$ cat src/rtl/maj_digit_serial_adder.sv
// maj_digit_serial_adder: 2-bit-per-cycle majority-carry serial adder; define MAJ_SERIAL_ADD_OVF_EN for the ovf output
module maj_digit_serial_adder #(
  parameter int WIDTH = 8,
  localparam int CNT_W = (WIDTH / 2 > 1) ? $clog2(WIDTH / 2) : 1
) (
  input  logic             clk,
  input  logic             rst,
  input  logic             in_valid,
  output logic             in_ready,
  input  logic [WIDTH-1:0] a_in,
  input  logic [WIDTH-1:0] b_in,
  input  logic             cin,
  output logic             out_valid,
  input  logic             out_ready,
  output logic [WIDTH-1:0] sum,
  output logic             cout,
  output logic             busy
`ifdef MAJ_SERIAL_ADD_OVF_EN
  ,
  output logic             ovf
`endif
);
  if (WIDTH < 2 || WIDTH % 2 != 0) begin : g_bad_width
    $error("maj_digit_serial_adder: WIDTH must be even and >= 2");
  end
  typedef enum logic [1:0] {IDLE, RUN, DONE} state_t;
  state_t state;
  logic [WIDTH-1:0] a_sr, b_sr;
  logic carry, s0, c1, s1, c2;
  logic [CNT_W-1:0] cnt;
  assign s0 = a_sr[0] ^ b_sr[0] ^ carry;
  assign c1 = (a_sr[0] & b_sr[0]) | (a_sr[0] & carry) | (b_sr[0] & carry);
  assign s1 = a_sr[1] ^ b_sr[1] ^ c1;
  assign c2 = (a_sr[1] & b_sr[1]) | (a_sr[1] & c1) | (b_sr[1] & c1);
  assign in_ready  = state == IDLE;
  assign out_valid = state == DONE;
  assign busy      = state != IDLE;
  always_ff @(posedge clk) begin
    if (rst) begin
      state <= IDLE;
      sum   <= '0;
      cout  <= 1'b0;
      carry <= 1'b0;
      cnt   <= '0;
      a_sr  <= '0;
      b_sr  <= '0;
`ifdef MAJ_SERIAL_ADD_OVF_EN
      ovf   <= 1'b0;
`endif
    end else begin
      case (state)
        IDLE: if (in_valid) begin
          a_sr  <= a_in;
          b_sr  <= b_in;
          carry <= cin;
          cnt   <= '0;
          state <= RUN;
        end
        RUN: begin
          // new digit enters at the top so the first digit lands at bit 0
          sum   <= WIDTH'({s1, s0, sum} >> 2);
          a_sr  <= a_sr >> 2;
          b_sr  <= b_sr >> 2;
          carry <= c2;
          cnt   <= cnt + CNT_W'(1);
          if (cnt == CNT_W'(WIDTH / 2 - 1)) begin
            cout  <= c2;
`ifdef MAJ_SERIAL_ADD_OVF_EN
            ovf   <= c1 ^ c2;
`endif
            state <= DONE;
          end
        end
        DONE: if (out_ready) state <= IDLE;
        default: state <= IDLE;
      endcase
    end
  end
endmodule

$ cat config.mk
export PLATFORM = sky130hd
export DESIGN_NAME = maj_digit_serial_adder
export DESIGN_NICKNAME = d
export VERILOG_FILES = /design/src/rtl/maj_digit_serial_adder.sv
export SDC_FILE = /design/constraint.sdc
export NUM_CORES = 1
export LEC_CHECK = 0
export BUFFER_PORTS_ARGS = -buffer_cell sky130_fd_sc_hd__buf_4
export CORE_MARGIN = 1
export CORE_UTILIZATION = 49
export CTS_BUF_LIST = sky130_fd_sc_hd__clkbuf_16
export DETAILED_ROUTE_END_ITERATION = 6
export PLACE_DENSITY_LB_ADDON = 0.12
export SETUP_SLACK_MARGIN = 0.05
export SLEW_MARGIN = 5
export SYNTH_ARGS = -nofsm -noshare
export SYNTH_HDL_FRONTEND = slang
export SYNTH_SLANG_ARGS = --single-unit
$ cat constraint.sdc
create_clock -name clk -period 2.4 [get_ports clk]
set_input_delay 0.72 -clock clk [delete_from_list [all_inputs] [get_ports clk]]
set_output_delay 0.72 -clock clk [all_outputs]
set_load 0.02 [all_outputs]
==> results.py <==
metrics = {
    "layout": {
        "antennaDiodeCount": 0,
        "drive_gt1_share_pct": 33.53,
        "area_growth_pct": 25.83,
        "final_area_um2": 1700,
        "fillers": 223,
        "final_nets": 196,
    },
    "timing": {
        "final-hold-violation-count": 0,
        "finalSetupTns_ps": 0,
        "grt_setup_unrepaired": "no",
        "slew_headroom_pct": 62.07,
        "slew_violations": 0,
        "tightestPinTransition_ps": 568.4,
        "post-route-min-period_ps": 1954,
        "fmax_mhz": 511.7,
        "setup_viol": 0,
        "fin_skew_ps": 5.753,
        "fin_crit_sh_pct": 81.43,
    },
    "setup_path": {
        "crit_chain": "nor2b_1, buf_4",
        "worst_setup_path_end_kind": "primary output",
        "critPathSlowestCell": "dfxtp_1",
        "critPathMaxStageDelay_ps": 570,
        "worstPathArrival_ps": 1230,
        "critical_path_class": "reg -> out",
        "cp_max_fo": 11,
        "cp.required_ps": 1680,
        "crit_path_start_kind": "flop",
    },
    "clock_network": {
        "clock_path_buffers": 2,
        "post-cts-setup-buffers": 0,
        "tritoncts": "yes",
        "cts_buffers": 5,
        "postCtsHoldBufs": 0,
        "cts_resized": 0,
        "clock-sinks": 30,
        "clkTransAtPathRegs_ps": 50,
        "insertion_delay_ps": 270,
        "htreeDepth": 2,
        "cts_root_buf": "clkbuf_16",
    },
    "placed_design": {
        "place_congestion": 0.6979,
        "hpwl_um": 1886,
        "io_buffers": 32,
        "dpl_cell_area_um2": 1563,
    },
    "power": {
        "p_sw_uw": 303.9,
        "pwr-share-seq_pct": 42.8,
        "comb_power_share_pct": 13.1,
        "p_leak_nw": 0.6979,
        "peakVddDrop_v": 0.0006788,
        "clockPowerShare_pct": 44.1,
        "intPower_uw": 985.4,
        "p_per_area_nw_per_um2": 758.3,
        "switching_share_pct": 23.57,
    },
    "global_route": {
        "grt_util_all_layers_pct": 21.92,
        "first_global_vias": 1036,
        "antenna_found_initial": 0,
        "grt_pass1_wl_um": 4333,
        "grt-ovfl-total": 0,
        "grt_max_degree": 31,
    },
    "synth": {
        "syn-num-nets": 165,
        "ys_ff_latch": 30,
        "ys_seq_area_share_pct": 44.44,
        "postSynthCellCount": 141,
        "ys_types": 30,
        "syn_area_um2": 1351,
        "synth_area_per_cell_um2": 9.584,
        "yosys_warnings": 0,
    },
    "worst_hold_path": {
        "hp-class": "reg -> reg",
    },
    "flow_run": {
        "max_cap_viol_count": 0,
    },
    "status": {
        "outcome": "finished clean",
    },
    "floorplanning": {
        "start_util_pct": 53.10,
        "die_y_um": 54.52,
        "num_io_pins": 33,
        "rows": 18,
        "die_area_um2": 2972,
        "die_x_um": 54.52,
        "coreArea_um2": 2545,
    },
    "drt": {
        "drc": 0,
        "drtPass1Iterations": 4,
        "postRouteWirelength_um": 2664,
        "vias": 1093,
        "detail-route-antenna-nets": 0,
        "viasPerCell": 5.384,
        "wire_per_inst_um": 13.12,
        "dr.first_iter.drc_count": 21,
    },
}
## registers in the layout, indices dropped and copies added, names as in the netlist
| register | count |
|---|---|
| a_sr | 8 |
| b_sr | 8 |
| sum | 8 |
| cnt | 2 |
| state | 2 |
| carry | 1 |
| cout | 1 |
## path summary, 6_finish.rpt
check                           startpoint   endpoint  slack (ps)  cells after the start
worst max-delay path              state[1]  out_valid         450                      2
worst min-delay path                sum[1]     sum[1]         460                      2
worst max register to register     a_sr[0]       cout         780                      4
worst min register to register      sum[1]     sum[1]         460                      2
## cells by family after synthesis
kind of cell / synth area share, %
AND/OR/NAND/NOR: 11.67
adder cells (fa/ha/maj): 3.889
AO/OA/AOI/OAI: 26.94
buffers and inverters: 11.57
flip-flops: 44.44
multiplexers: 1.482
## critical path, delay by kind of cell, from the launching register on
| kind | cells | cell delay, ps |
|---|---|---|
| AND/OR/NAND/NOR | 1 | 230 |
| buffers and inverters | 1 | 160 |
| flip-flops | 1 | 570 |
## layout make-up
type                       instances  area [um^2]  area share, %
sequential                        30        600.6          35.32
inverter                          20        75.07          4.415
multi-input combinational         81        594.3          34.95
tap                               30        37.54          2.208
clock buffer                       5        125.1          7.358
clock inverter                     3        12.51         0.7358
timing repair buffer              34        255.2          15.01
## power groups by stage
| stage | combinational (mW) | clock [mW] | sequential, mW |
|---|---|---|---|
| 2_1_floorplan | 0.117 | 0 | 0.560 |
| 6_report | 0.169 | 0.568 | 0.552 |
| 3_3_place_gp | 0.164 | 0 | 0.561 |
| 4_1_cts | 0.170 | 0.580 | 0.552 |
| 5_1_grt | 0.189 | 0.602 | 0.556 |
| 3_5_place_dp | 0.169 | 0 | 0.562 |
## cells in the mapped netlist (all sizes together)
library cell | number | area (um^2)
dfxtp | 30 | 600.6
a21oi | 23 | 137.6
inv | 20 | 75.07
nand2 | 13 | 51.30
o221a | 13 | 146.4
buf | 9 | 77.57
nor2 | 9 | 46.29
nand3b | 3 | 22.52
nor2b | 3 | 26.27
o21ai | 3 | 15.01
a211oi | 2 | 25.02
a22oi | 2 | 15.01
fa | 2 | 40.04
mux2i | 2 | 20.02
a311oi | 1 | 8.760
a32oi | 1 | 8.760
clkbuf | 1 | 3.750
ha | 1 | 12.51
nand2b | 1 | 6.260
nor3 | 1 | 5.000
o21bai | 1 | 7.510
## layout by cell type (no fill, tap or decap), types with 3 or more instances in the layout
master | Yosys | layout
clkbuf_16 | 0 | 5
buf_4 | 1 | 34
a21oi_2 | 6 | 6
inv_1 | 20 | 21
nand3b_1 | 3 | 3
dfxtp_1 | 30 | 30
o221a_2 | 5 | 5
o221a_1 | 8 | 8
nor2_1 | 6 | 6
o21ai_0 | 3 | 3
a21oi_1 | 17 | 17
nand2_1 | 12 | 12
## metrics by stage
step | hold slack [ps] | utilization (%) | cells | power, mW | worst slack [ps]
after global routing | 482.3 | 66.81 | 203 | 1.347 | 373.0
after floorplan | 453.8 | - | 141 | 0.6776 | 794.3
after detailed placement | 455.7 | 61.41 | 195 | 0.7308 | 713.0
after global placement | 444.6 | 61.41 | 195 | 0.7245 | 743.4
after CTS | 465.0 | 66.81 | 203 | 1.302 | 443.0
final | 461.4 | 66.81 | 203 | 1.289 | 445.6
## routing by layer
metal,vias up,global-route usage [%],wire length [um]
met1,518,24.74,1154
met5,-,0,0
li1,545,-,-
met2,24,36.18,1330
met4,0,8.974,45
met3,6,9.167,134
(Power assumes the default switching activity.)
